## config.mk

```make
export PLATFORM = sky130hd
export DESIGN_NAME = yuv422_to_444_seq
export DESIGN_NICKNAME = d
export VERILOG_FILES = /design/src/rtl/yuv422_to_444_seq.sv
export SDC_FILE = /design/constraint.sdc
export NUM_CORES = 1
export LEC_CHECK = 0
export ABC_AREA = 0
export CORE_ASPECT_RATIO = 1.5
export CORE_MARGIN = 2
export CORE_UTILIZATION = 45
export DETAILED_ROUTE_END_ITERATION = 8
export GPL_ROUTABILITY_DRIVEN = 0
export PLACE_DENSITY = 0.78
export SLEW_MARGIN = 20
export SYNTH_ARGS = -nofsm -noshare
export SYNTH_HDL_FRONTEND = slang
export SYNTH_SLANG_ARGS = --single-unit
```

## constraint.sdc

```tcl
create_clock -name clk_i -period 1.34 [get_ports clk_i]
set_input_delay 0.134 -clock clk_i [delete_from_list [all_inputs] [get_ports clk_i]]
set_output_delay 0.134 -clock clk_i [all_outputs]
set_load 0.02 [all_outputs]
```

## src/rtl/yuv422_to_444_seq.sv

```systemverilog
// yuv422_to_444_seq: unpacks a 4:2:2 {Y,C} stream into 4:4:4 {Y,U,V} pixels
// with a fixed 2-clock latency. Even/odd samples are paired per line; the
// pair's Cb/Cr is held so the odd pixel reuses it, and vs/de are delayed to
// stay aligned with the data.
// Optional feature: define YUV422_STATS_EN to add line_cnt_o / err_o.
module yuv422_to_444_seq #(
  parameter int CB_FIRST = 1,
  parameter int DW       = 8
) (
  input  logic          clk_i,
  input  logic          rst_n_i,
  input  logic          vs_i,
  input  logic          de_i,
  input  logic [DW-1:0] y_i,
  input  logic [DW-1:0] c_i,
  output logic          vs_o,
  output logic          de_o,
  output logic [DW-1:0] y_o,
  output logic [DW-1:0] u_o,
  output logic [DW-1:0] v_o
`ifdef YUV422_STATS_EN
  ,
  output logic [11:0]   line_cnt_o,
  output logic          err_o
`endif
);

  // Mid-scale chroma: neutral value used when no real chroma is known yet.
  localparam logic [DW-1:0] MID = DW'(1) << (DW - 1);

  typedef enum logic [1:0] {IDLE, ODD_NEXT, EVEN_NEXT} state_t;

  state_t        state, state_nxt;
  logic          odd_in;

  logic          vs1, de1, odd1;
  logic [DW-1:0] y1, c1;

  logic [DW-1:0] held_cb, held_cr;
  logic [DW-1:0] pair_cb, pair_cr;
  logic [DW-1:0] u_nxt, v_nxt;
  logic          pair_now, line_end;

  // Phase tracker: classifies the incoming sample as even or odd in its line.
  always_ff @(posedge clk_i or negedge rst_n_i) begin
    if (!rst_n_i) state <= IDLE;
    else          state <= state_nxt;
  end

  // Next phase: a line always opens on an even sample, then alternates.
  always_comb begin
    odd_in    = 1'b0;
    state_nxt = IDLE;
    if (de_i) begin
      odd_in    = (state == ODD_NEXT);
      state_nxt = odd_in ? EVEN_NEXT : ODD_NEXT;
    end
  end

  // Stage 1: capture the sample together with its phase and sync flags.
  always_ff @(posedge clk_i or negedge rst_n_i) begin
    if (!rst_n_i) begin
      vs1  <= 1'b0;
      de1  <= 1'b0;
      odd1 <= 1'b0;
      y1   <= '0;
      c1   <= '0;
    end else begin
      vs1  <= vs_i;
      de1  <= de_i;
      odd1 <= odd_in;
      y1   <= y_i;
      c1   <= c_i;
    end
  end

  // An even sample in stage 1 finds its odd partner on the live input.
  assign pair_now = de1 && !odd1 && de_i;
  assign line_end = de1 && !de_i;
  assign pair_cb  = (CB_FIRST != 0) ? c1  : c_i;
  assign pair_cr  = (CB_FIRST != 0) ? c_i : c1;

  // Chroma selection for the pixel leaving stage 1.
  always_comb begin
    u_nxt = u_o;
    v_nxt = v_o;
    if (de1) begin
      if (odd1) begin
        u_nxt = held_cb;
        v_nxt = held_cr;
      end else if (de_i) begin
        u_nxt = pair_cb;
        v_nxt = pair_cr;
      end else begin
        // Unpaired even sample: its own chroma is one component, the other
        // comes from the previous pair of the line (mid-scale on line start).
        u_nxt = (CB_FIRST != 0) ? c1 : held_cb;
        v_nxt = (CB_FIRST != 0) ? held_cr : c1;
      end
    end
  end

  // Held chroma: loaded from each completed pair, neutralised at line end.
  always_ff @(posedge clk_i or negedge rst_n_i) begin
    if (!rst_n_i) begin
      held_cb <= MID;
      held_cr <= MID;
    end else if (line_end) begin
      held_cb <= MID;
      held_cr <= MID;
    end else if (pair_now) begin
      held_cb <= pair_cb;
      held_cr <= pair_cr;
    end
  end

  // Stage 2: output registers; data holds its last value while de is low.
  always_ff @(posedge clk_i or negedge rst_n_i) begin
    if (!rst_n_i) begin
      vs_o <= 1'b0;
      de_o <= 1'b0;
      y_o  <= '0;
      u_o  <= '0;
      v_o  <= '0;
    end else begin
      vs_o <= vs1;
      de_o <= de1;
      if (de1) y_o <= y1;
      u_o <= u_nxt;
      v_o <= v_nxt;
    end
  end

`ifdef YUV422_STATS_EN
  logic vs_rise;
  assign vs_rise = vs_i && !vs1;

  // Line counter: counts de falling edges, cleared at each new frame.
  always_ff @(posedge clk_i or negedge rst_n_i) begin
    if (!rst_n_i)      line_cnt_o <= '0;
    else if (vs_rise)  line_cnt_o <= '0;
    else if (line_end) line_cnt_o <= line_cnt_o + 12'd1;
  end

  // Sticky odd-width flag: a line ending on an even sample sets it.
  always_ff @(posedge clk_i or negedge rst_n_i) begin
    if (!rst_n_i)                err_o <= 1'b0;
    else if (line_end && !odd1)  err_o <= 1'b1;
    else if (vs_rise)            err_o <= 1'b0;
  end
`endif

endmodule

```

# After elaboration in Yosys (flattened, before gate mapping)
# Index checks and enable logic that the tools add are counted.
# word_totals
ff_bits	63
out_inout_bits	26
# op_classes
n_eq_ne	1
muxes	10
reduce_logical	6
# op_table
op	n
$mux W8	7
$mux W2	2
$logic_and A1 B1 Y1	3
$eq A2 B1 Y1 const B	1
$logic_not A1 Y1	2
$reduce_bool A2 Y1	1
$mux W1	1

# Longest topological paths before layout
# Gate-level depths: netlist of run 1.
# logic_depth
word_depth	5
depth_mapped	5

# Worst setup path after synthesis of run 1
# OpenSTA, ideal clock, no wires.
# synth_timing
path_type	flip-flop to flip-flop
startpoint	reg odd1
endpoint	reg held_cb[1]
setup_time_ns	0.122
arrival_ns	0.967
required_time_ns	1.218
path_slack_ns	0.251
path_stages_with_launch	5
path_buffers	2
period_less_slack_ns	1.089
cell_sequence	dfrtp_1 -> buf_6 -> buf_6 -> a21bo_1 -> a32o_1
# synth_between
elab_chain_cells	4
# synth_rtl
item	line_no	source
start: declaration	36	logic vs1, de1, odd1;
start signal: assignment	71	odd1 <= odd_in;
$logic_not A1 Y1	78	assign pair_now = de1 && !odd1 && de_i;
$logic_and A1 B1 Y1 (2 in series)	78	
$reduce_bool A2 Y1 (no line)	--	
end signal: assignment	112	held_cb <= pair_cb;
end: declaration	39	logic [DW-1:0] held_cb, held_cr;
# No other way between the ends.
# A chain may end at the register's enable or synchronous reset.

# Final worst setup path of run 1
# layout_timing
startpoint	reg de1
endpoint	reg y_o[2]
# layout_rtl
item	line_no	source
start: declaration	36	
start signal: assignment	70	de1 <= de_i;
end signal: assignment	128	if (de1) y_o <= y1;
end: declaration	18	output logic [DW-1:0] y_o,
# No word-level cell between the ends.

==> flow_summary.json, run 1 <==
{
  "outcome": "completed",
  "cts_setup_buffers": 0,
  "antenna_found_initial": 0,
  "fill_cells": 441,
  "wl_um": 4579,
  "cts_buffers": 9,
  "cts_sinks": 62,
  "worstSetupEndpointType": "flip-flop",
  "grt_pass1_wl_um": 7976,
  "io_pins": 46,
  "initial_core_util": 0.4695,
  "clock_skew_ns": 0.009632,
  "post-route-period-util": 0.9345,
  "synth_cell_types": 24,
  "areaGrowthSynthToFinish_pct": 30.82,
  "drive_gt1_frac": 0.1589,
  "crit_start": "de1",
  "maxSlewViolCount": 0,
  "fin_util": 0.6142,
  "chipWidth_um": 64.17,
  "cp.required_ns": 1.56,
  "nets": 273,
  "reg2reg_from": "de1",
  "arrival_ns": 1.47,
  "clockBufferDepth": 2,
  "fin_area_um2": 3197,
  "irDropWorstVdd_v": 0.001108,
  "synth_area_leader_cell": "dfrtp_1",
  "power_density_nw_per_um2": 1429,
  "finalNonFillerCells": 326,
  "min-delay-start": "vs_i",
  "coreArea_um2": 5205,
  "maxCapViolCount": 0,
  "ant_nets": 0,
  "p_leak_nw": 1.444,
  "synth_most_common_cell": "dfrtp_1",
  "power_mw": 4.569,
  "dp_hpwl_um": 3009,
  "hold_viol": 0,
  "wire_per_inst_um": 14.05,
  "tritoncts": "yes",
  "htreeDepth": 3,
  "synth_edf_count": 0,
  "synth_area_um2": 2444,
  "synth_flop_cell": "dfrtp_1",
  "ys_top_cells_by_area": "dfrtp_1, o221ai_1, nand3_1",
  "critPathKind": "flip-flop to flip-flop",
  "portBuffers": 45,
  "drc": 0,
  "track_usage": 0.1768,
  "syn-num-nets": 220,
  "clkLatencyLatePin_ns": 0.34,
  "cp_slowest_stage_delay_ns": 0.56,
  "ys_seq_elements": 62,
  "cpMaxStageDelayCell": "dfrtp_2",
  "grt_pass1_vias": 1796,
  "post-synth-top-area-fraction": 0.6144,
  "relSlewSlack": 0.7819,
  "via_count": 1673,
  "yosysWarnings": 0,
  "std_cell_rows": 32,
  "syn_inst": 200,
  "crit_fanout": 31,
  "clk_pin_slew_ns": 0.07,
  "grt_start_max_net_pins": 63,
  "dpl.cell_count": 309,
  "setup_viol": 0,
  "avgSynthCellArea_um2": 12.22,
  "via_per_inst": 5.132,
  "fmax_ghz": 0.7986,
  "grt_setup_unrepaired": "false",
  "fp.dieH_um": 94.25,
  "path_cells": "buf_12 > mux2_2",
  "netlist_top_cells_count": "dfrtp_1, nand3_1, inv_1",
  "ys_seq_area_frac": 0.6359,
  "drt-pass1-iter-count": 4,
  "grt_overflow": 0,
  "die_area_um2": 6048,
  "setup_slack_ns": 0.08777,
  "placed_area_um2": 2995,
  "antenna_cells": 0,
  "async_flop_share": 1.000,
  "clockRootBuffer": "clkbuf_8",
  "drt_iter0_drc": 61,
  "cp-start-kind": "flip-flop",
  "min_period_ns": 1.252,
  "hp-class": "primary input to flip-flop",
  "tightest_slew_ns": 0.3272,
  "dp_slack_ns": -0.06789
}
## sequential cells by signal, summed over array words and instances (netlist names)
name     flops
de1          1
odd1         1
vs1          1
v_o          8
de_o         1
held_cb      8
u_o          8
vs_o         1
state        1
held_cr      8
y_o          8
c1           8
y1           8
## area by class of cell
class	count	area [µm²]	area share
Clock buffer	10	137.6	0.04305
Clock inverter	6	85.08	0.02661
Inverter	16	60.06	0.01879
Multi-Input combinational cell	107	729.5	0.2282
Sequential cell	62	1556	0.4869
Tap cell	68	85.08	0.02661
Timing Repair Buffer	57	543.0	0.1699
## what timing repair did
item / 4_1_cts / 5_1_grt
hold endpoints to repair: 60 / 0
gates resized for setup: 26 / 1
pin swaps: 0 / 0
setup endpoints to repair: 26 / 8
hold buffers: 1 / 0
## placed cells by master, fill, tap and decap left out
master / instances
dfrtp_1: 58
dlygate4sd2_1: 26
nand3_1: 18
clkdlybuf4s50_1: 18
inv_1: 16
nand2_1: 14
o221ai_1: 13
nor2_1: 10
clkbuf_8: 10
nand2b_1: 8
nand4b_1: 8
mux2_2: 8
mux2i_1: 8
a21oi_1: 8
buf_4: 8
buf_12: 3
nor2b_1: 2
a21bo_1: 2
and3b_1: 2
bufinv_16: 2
clkinvlp_4: 2
clkinv_2: 2
dfrtp_2: 2
dfstp_2: 2
a21boi_0: 1
and2_1: 1
a32o_1: 1
a311oi_2: 1
a311oi_1: 1
o211ai_1: 1
dlygate4sd3_1: 1
buf_2: 1
## stage by stage
step	hold WS (ns)	TNS, ns
6_report	0.2370	0
3_3_place_gp	0.1632	0
4_1_cts	0.2141	0
5_1_grt	0.2171	0
3_5_place_dp	0.1703	-0.1332
2_1_floorplan	-0.1616	0
## per-layer routing
metal  vias up  track usage  wire [µm]
li1        797            -          -
met1       831       0.1963       1869
met2        41       0.2943       2404
met3         4      0.06235        241
met4         0      0.09574         63
met5         -            0          0
## path summary, 6_finish.rpt
kind / end / slack, ns / cells after the start
hold / removal: vs1 / 0.24 / 1
hold reg to reg: vs_o / 0.36 / 0
setup reg to reg: y_o[2] / 0.09 / 2
max in group asynchronous: held_cb[7] / 0.68 / 3
setup / recovery: y_o[2] / 0.09 / 2
min in group asynchronous: vs1 / 0.34 / 3
## report_power, final
part | switching (mW) | internal [mW]
Combinational | 0.333 | 0.285
Clock | 0.712 | 1.09
Sequential | 0.105 | 2.04
## cells by family after synthesis
group                  Yosys count  synth area share
and+or+nand+nor                 63            0.1377
DFF                             62            0.6359
buffers and inverters           31           0.06554
AOI/OAI and AO/OA               28           0.09114
muxes                           16           0.06964
## critical path: cells and delay by family (launching register included)
| family | cells | cell delay [ns] |
|---|---|---|
| buffers and inverters | 1 | 0.22 |
| DFF | 1 | 0.56 |
| muxes | 1 | 0.35 |
Note: power is estimated with default switching activity, not from simulation.
==> run 2: changes to the inputs <==
Settings changed: ABC_CLOCK_PERIOD_IN_PS set to 1340.
==> results of run 2 <==
No change in the layout: final DEF, timing and power equal those of run 1.
==> run 3: changes to the inputs <==
Settings changed: ABC_CLOCK_PERIOD_IN_PS 1340 to 1400.
Clock period 1.34 ns to 1.4 ns, I/O delays scaled along.
==> flow_summary.json, run 3 (synthesis gave the netlist of run 1 again) <==
{
  "outcome": "completed",
  "power_density_nw_per_um2": 1293,
  "layout_commonest_cell": "dfrtp_1",
  "grt_setup_unrepaired": "false",
  "maxSlewViolCount": 0,
  "fin_util": 0.6099,
  "grt_start_max_net_pins": 26,
  "cts_sinks": 62,
  "clockBufferDepth": 2,
  "power_mw": 4.104,
  "p_clk_frac": 0.353,
  "r2r_cells": 3,
  "holdPathEnd": "y1[5]",
  "nets": 274,
  "setup_viol": 0,
  "htreeDepth": 3,
  "fp.dieH_um": 94.25,
  "grt_overflow": 0,
  "final.setup.tns_ns": 0,
  "drc": 0,
  "worstHoldPathCells": 1,
  "tritoncts": "yes",
  "die_area_um2": 6048,
  "tightest_slew_ns": 0.4446,
  "via_per_inst": 5.092,
  "clkLatencyLatePin_ns": 0.33,
  "cp-start-kind": "flip-flop",
  "dp_slack_ns": 0.01539,
  "cts_setup_buffers": 0,
  "reg2reg_slack_ns": 0.21,
  "drt-pass1-iter-count": 6,
  "path_cells": "dlygate4sd2_1",
  "maxCapViolCount": 0,
  "cp_slowest_stage_delay_ns": 0.39,
  "grt_pass1_vias": 1700,
  "cp.required_ns": 1.26,
  "chipWidth_um": 64.17,
  "std_cell_rows": 32,
  "worstSetupEndpointType": "output pin",
  "io_pins": 46,
  "arrival_ns": 1.07,
  "antenna_found_initial": 0,
  "antenna_cells": 0,
  "grt_pass1_wl_um": 7907,
  "critPathKind": "flip-flop to output pin",
  "drt_iter0_drc": 54,
  "track_usage": 0.1739,
  "relSlewSlack": 0.7036,
  "clk_pin_slew_ns": 0.07,
  "wire_per_inst_um": 13.73,
  "power_frac_comb": 0.147,
  "crit_fanout": 2,
  "min-delay-start": "y_i[5]",
  "reg2reg_from": "odd1",
  "hold_ws_ns": 0.2422,
  "cts_buffers": 9,
  "hp-class": "primary input to flip-flop",
  "via_count": 1665,
  "cp_top_family": "flip-flops",
  "p_seq_frac": 0.500,
  "post-route-period-util": 0.8608,
  "min_period_ns": 1.205,
  "fmax_ghz": 0.8298,
  "clock_skew_ns": 0.008004,
  "hold_viol": 0,
  "clockRootBuffer": "clkbuf_8",
  "p_leak_nw": 1.443,
  "wl_um": 4490,
  "rr_endpoint": "held_cb[7]",
  "cpMaxStageDelayCell": "dfrtp_1",
  "switching_share": 0.2581,
  "coreArea_um2": 5205,
  "dp_hpwl_um": 3041,
  "portBuffers": 45,
  "critPathBufInv": 1,
  "ant_nets": 0,
  "p_int_mw": 3.045,
  "irDropWorstVdd_v": 0.001053,
  "p_switching_mw": 1.059,
  "setup_slack_ns": 0.1948,
  "areaGrowthSynthToFinish_pct": 29.90,
  "drive_gt1_frac": 0.1506,
  "initial_core_util": 0.4695,
  "final_cell_mix": "dfrtp_1, dlygate4sd2_1, nand3_1, clkdlybuf4s50_1, inv_1"
}
-- run 3: cell types whose count changed in the layout (fill, tap and decap cells not counted) --
cell / before / now
buf_12: 3 / 4
bufinv_16: 2 / 1
clkbuf_1: 0 / 2
clkbuf_8: 10 / 9
clkinv_2: 2 / 4
clkinvlp_4: 2 / 0
dfrtp_1: 58 / 59
dfrtp_2: 2 / 1
-- run 3: through the flow --
stage | cells | area [µm²]
after global placement | 310 | 3015
after global routing | 327 | 3174
after floorplan | 200 | 2444
after detailed placement | 310 | 3015
after CTS | 327 | 3174
final | 327 | 3174
-- run 3: worst max path at each step --
stage,startpoint,endpoint,slack (ns),cells after the start
2_1_floorplan,odd1,held_cb[1],0.31,4
3_3_place_gp,de_i,held_cr[7],0.08,4
3_5_place_dp,de_i,held_cr[7],0.02,4
4_1_cts,v_o[2],v_o[2],0.17,1
5_1_grt,odd1,held_cb[7],0.14,3
6_report,v_o[2],v_o[2],0.19,1
-- run 3: area by class of cell --
| cell class | count | area [µm²] |
|---|---|---|
| Timing Repair Buffer | 58 | 563.0 |
| Sequential cell | 62 | 1555 |
| Tap cell | 68 | 85.08 |
| Clock buffer | 11 | 131.4 |
| Multi-Input combinational cell | 107 | 729.5 |
| Fill cell | 452 | 2031 |
| Clock inverter | 5 | 50.05 |
| Inverter | 16 | 60.06 |
-- run 3: power groups by stage --
stage	logic (mW)	clock network (mW)	registers, mW
after floorplan	0.240	0	2.17
after global placement	0.651	0	2.08
after detailed placement	0.666	0	2.09
after CTS	0.613	1.49	2.06
after global routing	0.663	1.56	2.08
final	0.603	1.45	2.05
-- run 3: metal layers --
| layer | wire length [µm] | vias to the layer above | GRT usage |
|---|---|---|---|
| met3 | 185 | 11 | 0.03597 |
| met1 | 1859 | 815 | 0.2008 |
| met5 | 0 | - | 0 |
| met4 | 127 | 0 | 0.1117 |
| met2 | 2318 | 40 | 0.2908 |
| li1 | - | 799 | - |
-- run 3: what timing repair did --
item / 4_1_cts / 5_1_grt
setup endpoints to repair: 26 / 0
resized for setup: 26 / 0
hold buffers: 1 / 0
hold endpoints to repair: 15 / 0
